$ cat src/rtl/r16_rom_read_ctrl_if.sv
// -----------------------------------------------------------------------------
// r16_rom_read_ctrl_if
// Groups the run-control and ROM-read signals of the radix-16 twiddle-factor
// ROM read sequencer.
//
//   Upstream (master drives, slave samples):
//     start       single-cycle run request
//     num_groups  ROM reads per stage
//     num_stages  stages per run
//     hold        downstream backpressure, suppresses new issues
//   Sequencer (slave drives, master samples):
//     rom_en      ROM read enable
//     rom_addr    strided ROM read address
//     busy        run in progress
//     tf_valid    ROM data at pipeline output is valid
//     tf_last     valid word is the last group of its stage
//     tf_stage    stage index of the valid word
//     done        single-cycle run-complete pulse
// -----------------------------------------------------------------------------
interface r16_rom_read_ctrl_if #(
  parameter int ADDR_WIDTH = 6,
  parameter int CNT_WIDTH  = 10,
  parameter int STG_WIDTH  = 3
);
  logic                  start;
  logic [CNT_WIDTH-1:0]  num_groups;
  logic [STG_WIDTH-1:0]  num_stages;
  logic                  hold;
  logic                  rom_en;
  logic [ADDR_WIDTH-1:0] rom_addr;
  logic                  busy;
  logic                  tf_valid;
  logic                  tf_last;
  logic [STG_WIDTH-1:0]  tf_stage;
  logic                  done;

  modport master (
    output start, num_groups, num_stages, hold,
    input  rom_en, rom_addr, busy, tf_valid, tf_last, tf_stage, done
  );

  modport slave (
    input  start, num_groups, num_stages, hold,
    output rom_en, rom_addr, busy, tf_valid, tf_last, tf_stage, done
  );
endinterface

$ cat src/rtl/r16_rom_read_ctrl.sv
// -----------------------------------------------------------------------------
// r16_rom_read_ctrl
// Sequencer for the radix-16 twiddle-factor ROM read path. Issues one ROM read
// per group per FFT stage with address (grp << 4*stg) mod 2^ADDR_WIDTH, and
// carries a {valid, last, stage} tag through a LAT-deep shift register so the
// tag leaves the chain in the same cycle as the matching ROM data word.
//
// Ports:
//   clk     clock
//   rst_n   asynchronous active-low reset
//   io_bus  r16_rom_read_ctrl_if.slave (start/num_groups/num_stages/hold in,
//           rom_en/rom_addr/busy/tf_valid/tf_last/tf_stage/done out)
//
// Build option:
//   R16_STAGE_GAP_EN  when defined, a one-cycle GAP bubble (rom_en=0) is
//                     inserted after the last issue of every non-final stage.
// -----------------------------------------------------------------------------
module r16_rom_read_ctrl #(
  parameter int ADDR_WIDTH = 6,
  parameter int CNT_WIDTH  = 10,
  parameter int STG_WIDTH  = 3,
  parameter int LAT        = 7
) (
  input  logic                 clk,
  input  logic                 rst_n,
  r16_rom_read_ctrl_if.slave   io_bus
);

  typedef struct packed {
    logic                 valid;
    logic                 last;
    logic [STG_WIDTH-1:0] stage;
  } tag_t;

`ifdef R16_STAGE_GAP_EN
  typedef enum logic [1:0] {IDLE = 2'd0, RUN = 2'd1, DRAIN = 2'd2, GAP = 2'd3} state_t;
`else
  typedef enum logic [1:0] {IDLE = 2'd0, RUN = 2'd1, DRAIN = 2'd2} state_t;
`endif

  state_t                r_state, w_state_nxt;
  logic [CNT_WIDTH-1:0]  r_num_groups, r_grp_cnt, w_grp_nxt;
  logic [STG_WIDTH-1:0]  r_num_stages, r_stg_cnt, w_stg_nxt;
  logic [ADDR_WIDTH-1:0] r_rom_addr, w_addr_nxt;
  logic                  r_done_empty;
  tag_t                  r_tag [LAT];

  logic w_accept, w_empty_run, w_last_grp, w_final, w_tags_empty;
  logic w_rom_en, w_busy, w_done;

  // A start is only honoured in IDLE; while busy it is dropped.
  assign w_accept    = (r_state == IDLE) && io_bus.start;
  assign w_empty_run = (io_bus.num_groups == '0) || (io_bus.num_stages == '0);
  assign w_last_grp  = (r_grp_cnt == r_num_groups - CNT_WIDTH'(1));
  assign w_final     = w_last_grp && (r_stg_cnt == r_num_stages - STG_WIDTH'(1));

  always_comb begin
    w_tags_empty = 1'b1;
    for (int i = 0; i < LAT; i++) begin
      if (r_tag[i].valid) w_tags_empty = 1'b0;
    end
  end

  // ---------------------------------------------------------------------------
  // FSM: state register
  // ---------------------------------------------------------------------------
  // NOTE: state is written with <= so every flop samples pre-edge values;
  // blocking assignments here would make ordering between blocks matter.
  always_ff @(posedge clk or negedge rst_n) begin
    if (!rst_n) r_state <= IDLE;
    else        r_state <= w_state_nxt;
  end

  // ---------------------------------------------------------------------------
  // FSM: next-state logic
  // ---------------------------------------------------------------------------
  // NOTE: the default assignment at the top keeps this block free of latches.
  always_comb begin
    w_state_nxt = r_state;
    case (r_state)
      IDLE: begin
        if (w_accept && !w_empty_run) w_state_nxt = RUN;
      end
      RUN: begin
        if (w_rom_en && w_last_grp) begin
          if (w_final) w_state_nxt = DRAIN;
`ifdef R16_STAGE_GAP_EN
          else         w_state_nxt = GAP;
`endif
        end
      end
`ifdef R16_STAGE_GAP_EN
      GAP:     w_state_nxt = RUN;
`endif
      DRAIN: begin
        if (w_tags_empty) w_state_nxt = IDLE;
      end
      default: w_state_nxt = IDLE;
    endcase
  end

  // ---------------------------------------------------------------------------
  // FSM: outputs
  // ---------------------------------------------------------------------------
  // rom_en reacts to hold in the same cycle so a held cycle issues nothing.
  // done for a real run fires in the first DRAIN cycle with an empty chain,
  // i.e. the cycle after the final tf_valid, while busy is still high.
  always_comb begin
    w_rom_en = (r_state == RUN) && !io_bus.hold;
    w_busy   = (r_state != IDLE);
    w_done   = r_done_empty || ((r_state == DRAIN) && w_tags_empty);
  end

  // ---------------------------------------------------------------------------
  // Group/stage counters and the registered address of the next issue
  // ---------------------------------------------------------------------------
  always_comb begin
    w_grp_nxt = r_grp_cnt;
    w_stg_nxt = r_stg_cnt;
    if (w_accept) begin
      w_grp_nxt = '0;
      w_stg_nxt = '0;
    end else if (w_rom_en) begin
      if (w_last_grp) begin
        w_grp_nxt = '0;
        w_stg_nxt = r_stg_cnt + STG_WIDTH'(1);
      end else begin
        w_grp_nxt = r_grp_cnt + CNT_WIDTH'(1);
      end
    end
    // Truncating before the shift gives the same result as shifting the full
    // count and wrapping modulo 2^ADDR_WIDTH.
    w_addr_nxt = ADDR_WIDTH'(w_grp_nxt) << {w_stg_nxt, 2'b00};
  end

  always_ff @(posedge clk or negedge rst_n) begin
    if (!rst_n) begin
      r_num_groups <= '0;
      r_num_stages <= '0;
      r_grp_cnt    <= '0;
      r_stg_cnt    <= '0;
      r_rom_addr   <= '0;
      r_done_empty <= 1'b0;
    end else begin
      if (w_accept) begin
        r_num_groups <= io_bus.num_groups;
        r_num_stages <= io_bus.num_stages;
      end
      r_grp_cnt    <= w_grp_nxt;
      r_stg_cnt    <= w_stg_nxt;
      r_rom_addr   <= w_addr_nxt;
      r_done_empty <= w_accept && w_empty_run;
    end
  end

  // ---------------------------------------------------------------------------
  // Tag shift register, free-running like the ROM delay chain it shadows
  // ---------------------------------------------------------------------------
  // NOTE: this array is reset on purpose: a stale valid bit after reset would
  // produce a phantom tf_valid and hold DRAIN open.
  always_ff @(posedge clk or negedge rst_n) begin
    if (!rst_n) begin
      for (int i = 0; i < LAT; i++) r_tag[i] <= '0;
    end else begin
      r_tag[0] <= '{valid: w_rom_en, last: w_rom_en && w_last_grp, stage: r_stg_cnt};
      for (int i = 1; i < LAT; i++) r_tag[i] <= r_tag[i-1];
    end
  end

  assign io_bus.rom_en   = w_rom_en;
  assign io_bus.rom_addr = r_rom_addr;
  assign io_bus.busy     = w_busy;
  assign io_bus.done     = w_done;
  assign io_bus.tf_valid = r_tag[LAT-1].valid;
  assign io_bus.tf_last  = r_tag[LAT-1].last;
  assign io_bus.tf_stage = r_tag[LAT-1].stage;

endmodule

$ cat src/flat_wrapper.sv
// flat-port wrapper written by rule: the top's interface ports become plain ports
module r16_rom_read_ctrl_flat 
#(
  parameter int ADDR_WIDTH = 6,
  parameter int CNT_WIDTH  = 10,
  parameter int STG_WIDTH  = 3,
  parameter int LAT        = 7
)
  (clk, rst_n, io_bus_start, io_bus_num_groups, io_bus_num_stages, io_bus_hold, io_bus_rom_en, io_bus_rom_addr, io_bus_busy, io_bus_tf_valid, io_bus_tf_last, io_bus_tf_stage, io_bus_done);
  r16_rom_read_ctrl_if #(.ADDR_WIDTH(ADDR_WIDTH), .CNT_WIDTH(CNT_WIDTH), .STG_WIDTH(STG_WIDTH)) io_bus_i ();
  input  logic clk;
  input  logic rst_n;
  input wire logic [$bits(io_bus_i.start)-1:0] io_bus_start;
  input wire logic [$bits(io_bus_i.num_groups)-1:0] io_bus_num_groups;
  input wire logic [$bits(io_bus_i.num_stages)-1:0] io_bus_num_stages;
  input wire logic [$bits(io_bus_i.hold)-1:0] io_bus_hold;
  output wire logic [$bits(io_bus_i.rom_en)-1:0] io_bus_rom_en;
  output wire logic [$bits(io_bus_i.rom_addr)-1:0] io_bus_rom_addr;
  output wire logic [$bits(io_bus_i.busy)-1:0] io_bus_busy;
  output wire logic [$bits(io_bus_i.tf_valid)-1:0] io_bus_tf_valid;
  output wire logic [$bits(io_bus_i.tf_last)-1:0] io_bus_tf_last;
  output wire logic [$bits(io_bus_i.tf_stage)-1:0] io_bus_tf_stage;
  output wire logic [$bits(io_bus_i.done)-1:0] io_bus_done;
  assign io_bus_i.start = io_bus_start;
  assign io_bus_i.num_groups = io_bus_num_groups;
  assign io_bus_i.num_stages = io_bus_num_stages;
  assign io_bus_i.hold = io_bus_hold;
  assign io_bus_rom_en = io_bus_i.rom_en;
  assign io_bus_rom_addr = io_bus_i.rom_addr;
  assign io_bus_busy = io_bus_i.busy;
  assign io_bus_tf_valid = io_bus_i.tf_valid;
  assign io_bus_tf_last = io_bus_i.tf_last;
  assign io_bus_tf_stage = io_bus_i.tf_stage;
  assign io_bus_done = io_bus_i.done;
  r16_rom_read_ctrl #(.ADDR_WIDTH(ADDR_WIDTH), .CNT_WIDTH(CNT_WIDTH), .STG_WIDTH(STG_WIDTH), .LAT(LAT)) u_core (.clk(clk), .rst_n(rst_n), .io_bus(io_bus_i));
endmodule
$ cat config.mk
export PLATFORM = sky130hd
export DESIGN_NAME = r16_rom_read_ctrl_flat
export DESIGN_NICKNAME = d
export VERILOG_FILES = /design/src/rtl/r16_rom_read_ctrl_if.sv /design/src/rtl/r16_rom_read_ctrl.sv /design/src/flat_wrapper.sv
export SDC_FILE = /design/constraint.sdc
export NUM_CORES = 1
export LEC_CHECK = 0
export ABC_AREA = 1
export BUFFER_PORTS_ARGS = -buffer_cell sky130_fd_sc_hd__buf_4
export CAP_MARGIN = 20
export CORE_MARGIN = 2
export CORE_UTILIZATION = 45
export CTS_BUF_LIST = sky130_fd_sc_hd__clkbuf_8
export DETAILED_ROUTE_END_ITERATION = 12
export GPL_ROUTABILITY_DRIVEN = 1
export SYNTH_ARGS = -nofsm -noshare
export SYNTH_HDL_FRONTEND = slang
export SYNTH_SLANG_ARGS = --single-unit
$ cat constraint.sdc
create_clock -name clk -period 3.35 [get_ports clk]
set_input_delay 0.67 -clock clk [delete_from_list [all_inputs] [get_ports clk]]
set_output_delay 0.67 -clock clk [all_outputs]
set_load 0.03 [all_outputs]
==> reports/summary.txt <==
Max Root-Sink Buffers: 2
TritonCTS clock tree: built
Clk pwr share: 22.5%
area occupied by multi-input gates: 1046 um2
clock-pin slew on the worst setup and hold paths: 0.08 ns
postcts setup bufs: 0
clk root buf: clkbuf_8
switching share of power: 40.46%
vias per cell: 4.804
crit path kind: reg2out
CORE AREA: 6681 um2
Syn Nets: 354
# H-tree levels: 3
DRC errors left: 0
pin count of the biggest net entering global routing: 71
power per cell area: 898.1 nW/um2
Leakage: 0.001942 uW
Post-synth top flop: dfrtp_1
Cell Int Power: 1911 uW
vias after detailed routing: 2176
Detail Route Antenna Nets: 0
Worst EP arrival: 1.62 ns
clock sinks: 70
Worst-Margin Slew: 0.8343 ns
Async SR Flop Fraction: 100.0%
Worst Skew: 0.009194 ns
DRT iter0 DRCs: 106
Peak VDD IR: 0.4430 mV
port bufs: 30
vias in the first global route: 2066
num rows: 30
count of state elements after synthesis: 70
Worst setup SP type: register
P_sw: 1299 uW
Setup crit end kind: output pin
Starting Density: 45.90%
final number of hold-violating endpoints: 0
CP required: 2.68 ns
Resize count post-CTS: 0
syn avg cell area: 9.209 um2
total CTS buffers: 9
Ports: 31
status: finished clean
Die Ht: 86.55 um
fillers: 624
Final min period: 2.290 ns
gpl congestion: 0.7769
combinational share of power: 36.6%
Sequential Power Share: 40.9%
setup TNS: 0 ns
FF+latch area: 1752 um2
Ant. Diodes: 0
first-pass GRT wire length: 9.522 mm
Die Area: 7491 um2
Final period util: 68.37%
all-layer global routing usage: 16.71%
CP Max Fanout: 6
number of flops mapped to enable cells by yosys: 0
RSZ-0062 raised after global routing: false
hold_buf cts: 0
DP Wirelength: 4.066 mm
Die W: 86.55 um
Clock Latency Late Sink: 0.35 ns
synth unique cells: 32
Yosys warnings: 0
final wirelength: 5.609 mm
synth-to-layout area growth: 16.52%
Max Freq: 436.6 MHz
sequential area share after synthesis: 57.12%
DR pass1 iterations: 4
Slew Viols, Final: 0
layout cell share with drive strength beyond 1: 19.30%
post-DR wirelength/cell: 12.38 um
GR Overflow Total: 0
initial antenna violation count: 0
final setup vio count: 0
max-capacitance violation count: 0
Worst slew margin: 44.38%
Synth Instances: 333
Nets: 389
Hold Crit Class: reg2reg
post-layout util: 53.48%
synthesized area: 3067 um2
## sequential cells by signal, indices dropped and copies added, names as in the netlist, 2 cells and up
name	cells
u_core.r_num_groups	10
u_core.io_bus.rom_addr	6
u_core.r_tag	30
u_core.r_num_stages	3
u_core.r_grp_cnt	10
u_core.r_stg_cnt	3
u_core.io_bus.tf_stage	3
u_core.r_state	2
## metrics by stage
step                cells  total power [uW]  instance area [um2]  hold slack (ns)  worst slack [ns]
floorplan             333              2206                 3067           0.3312             1.449
global placement      437              2490                 3361           0.3312             1.202
detailed placement    437              2514                 3361           0.3347             1.099
CTS                   453              3249                 3573           0.3512             1.053
global route          453              3477                 3573           0.3569            0.8986
finish                453              3209                 3573           0.3489             1.060
## layout by cell type (no fill, tap or decap)
master and n:
nand2_1 74, dfrtp_1 70, inv_1 55, buf_4 32
nor2_1 26, o21ai_0 21, nand3_1 15, nand4_1 9
clkbuf_8 9, xor2_1 8, nor2_2 5, xnor2_1 5
nand2_2 5, nand3_2 5, ha_1 4, inv_2 3
inv_8 3, nor2_4 2, o21ai_1 2, nand3_4 2
or2_1 2, nor4_1 2, a31oi_1 2, o21bai_2 1
clkinv_2 1, o211ai_1 1, nor3_1 1, o21bai_1 1
a21oi_1 1, nand3b_1 1, a22o_1 1, bufinv_16 1
clkinvlp_4 1, inv_6 1, clkinv_4 1
## layer usage
metal / GRT usage (%) / wire, um
met5: 0 / 0
met4: 6.534 / 91
met3: 4.667 / 273
met2: 23.71 / 2410
met1: 24.36 / 2834
## path summary, 6_finish.rpt
check | from | to | slack (ns) | cells past startpoint
worst min-delay path | u_core.r_tag[26] | u_core.r_tag[21] | 0.35 | 0
worst max register to register | u_core.r_num_groups[0] | u_core.io_bus.rom_addr[5] | 1.21 | 17
min in group asynchronous | rst_n | u_core.io_bus.tf_stage[2] | 0.43 | 1
worst max-delay path | u_core.r_state[1] | io_bus_rom_en | 1.06 | 4
worst min register to register | u_core.r_tag[26] | u_core.r_tag[21] | 0.35 | 0
max in group asynchronous | rst_n | u_core.r_num_groups[0] | 2.39 | 1
## cell usage after synthesis (all sizes together) (4+ instances only)
cell,instances,share of area [%]
ha,4,1.6
nand3,22,5.2
dfrtp,70,57
o21ai,23,3.8
xnor2,5,1.4
xor2,8,2.3
nor2,33,4.9
nand4,9,1.8
inv,58,7.1
buf,6,1.3
nand2,79,10
## power groups by stage
stage | Clock, uW | Combinational (uW) | Sequential [uW]
5_1_grt | 783 | 1350 | 1350
4_1_cts | 742 | 1200 | 1310
6_report | 722 | 1180 | 1310
3_5_place_dp | 0 | 1190 | 1330
2_1_floorplan | 0 | 883 | 1320
3_3_place_gp | 0 | 1170 | 1320
## worst max-delay path, stage by stage, from the launching register on
cell and delay (ns):
dfrtp_1 0.41, nor2_1 0.17, inv_1 0.09, nor2_1 0.35, buf_4 0.26
## kinds of logic after synthesis
| logic type | count (synthesis) | share of synthesized area, % |
|---|---|---|
| and+or+nand+nor | 149 | 23.30 |
| xor gates and xnor gates | 13 | 3.713 |
| AOI/OAI and AO/OA | 30 | 5.467 |
| DFF | 70 | 57.12 |
| adders and majority gates | 4 | 1.632 |
| buffers and inverters | 67 | 8.772 |
## cell type report
class / instances / share of cell area [%]
tap: 80 / 2.801
clock inverter: 7 / 2.486
inverter: 59 / 6.232
timing repair buffer: 32 / 6.723
multi-input combinational: 196 / 29.27
sequential: 70 / 49.02
clock buffer: 9 / 3.466
No activity file was read; power rests on OpenSTA's default activity.
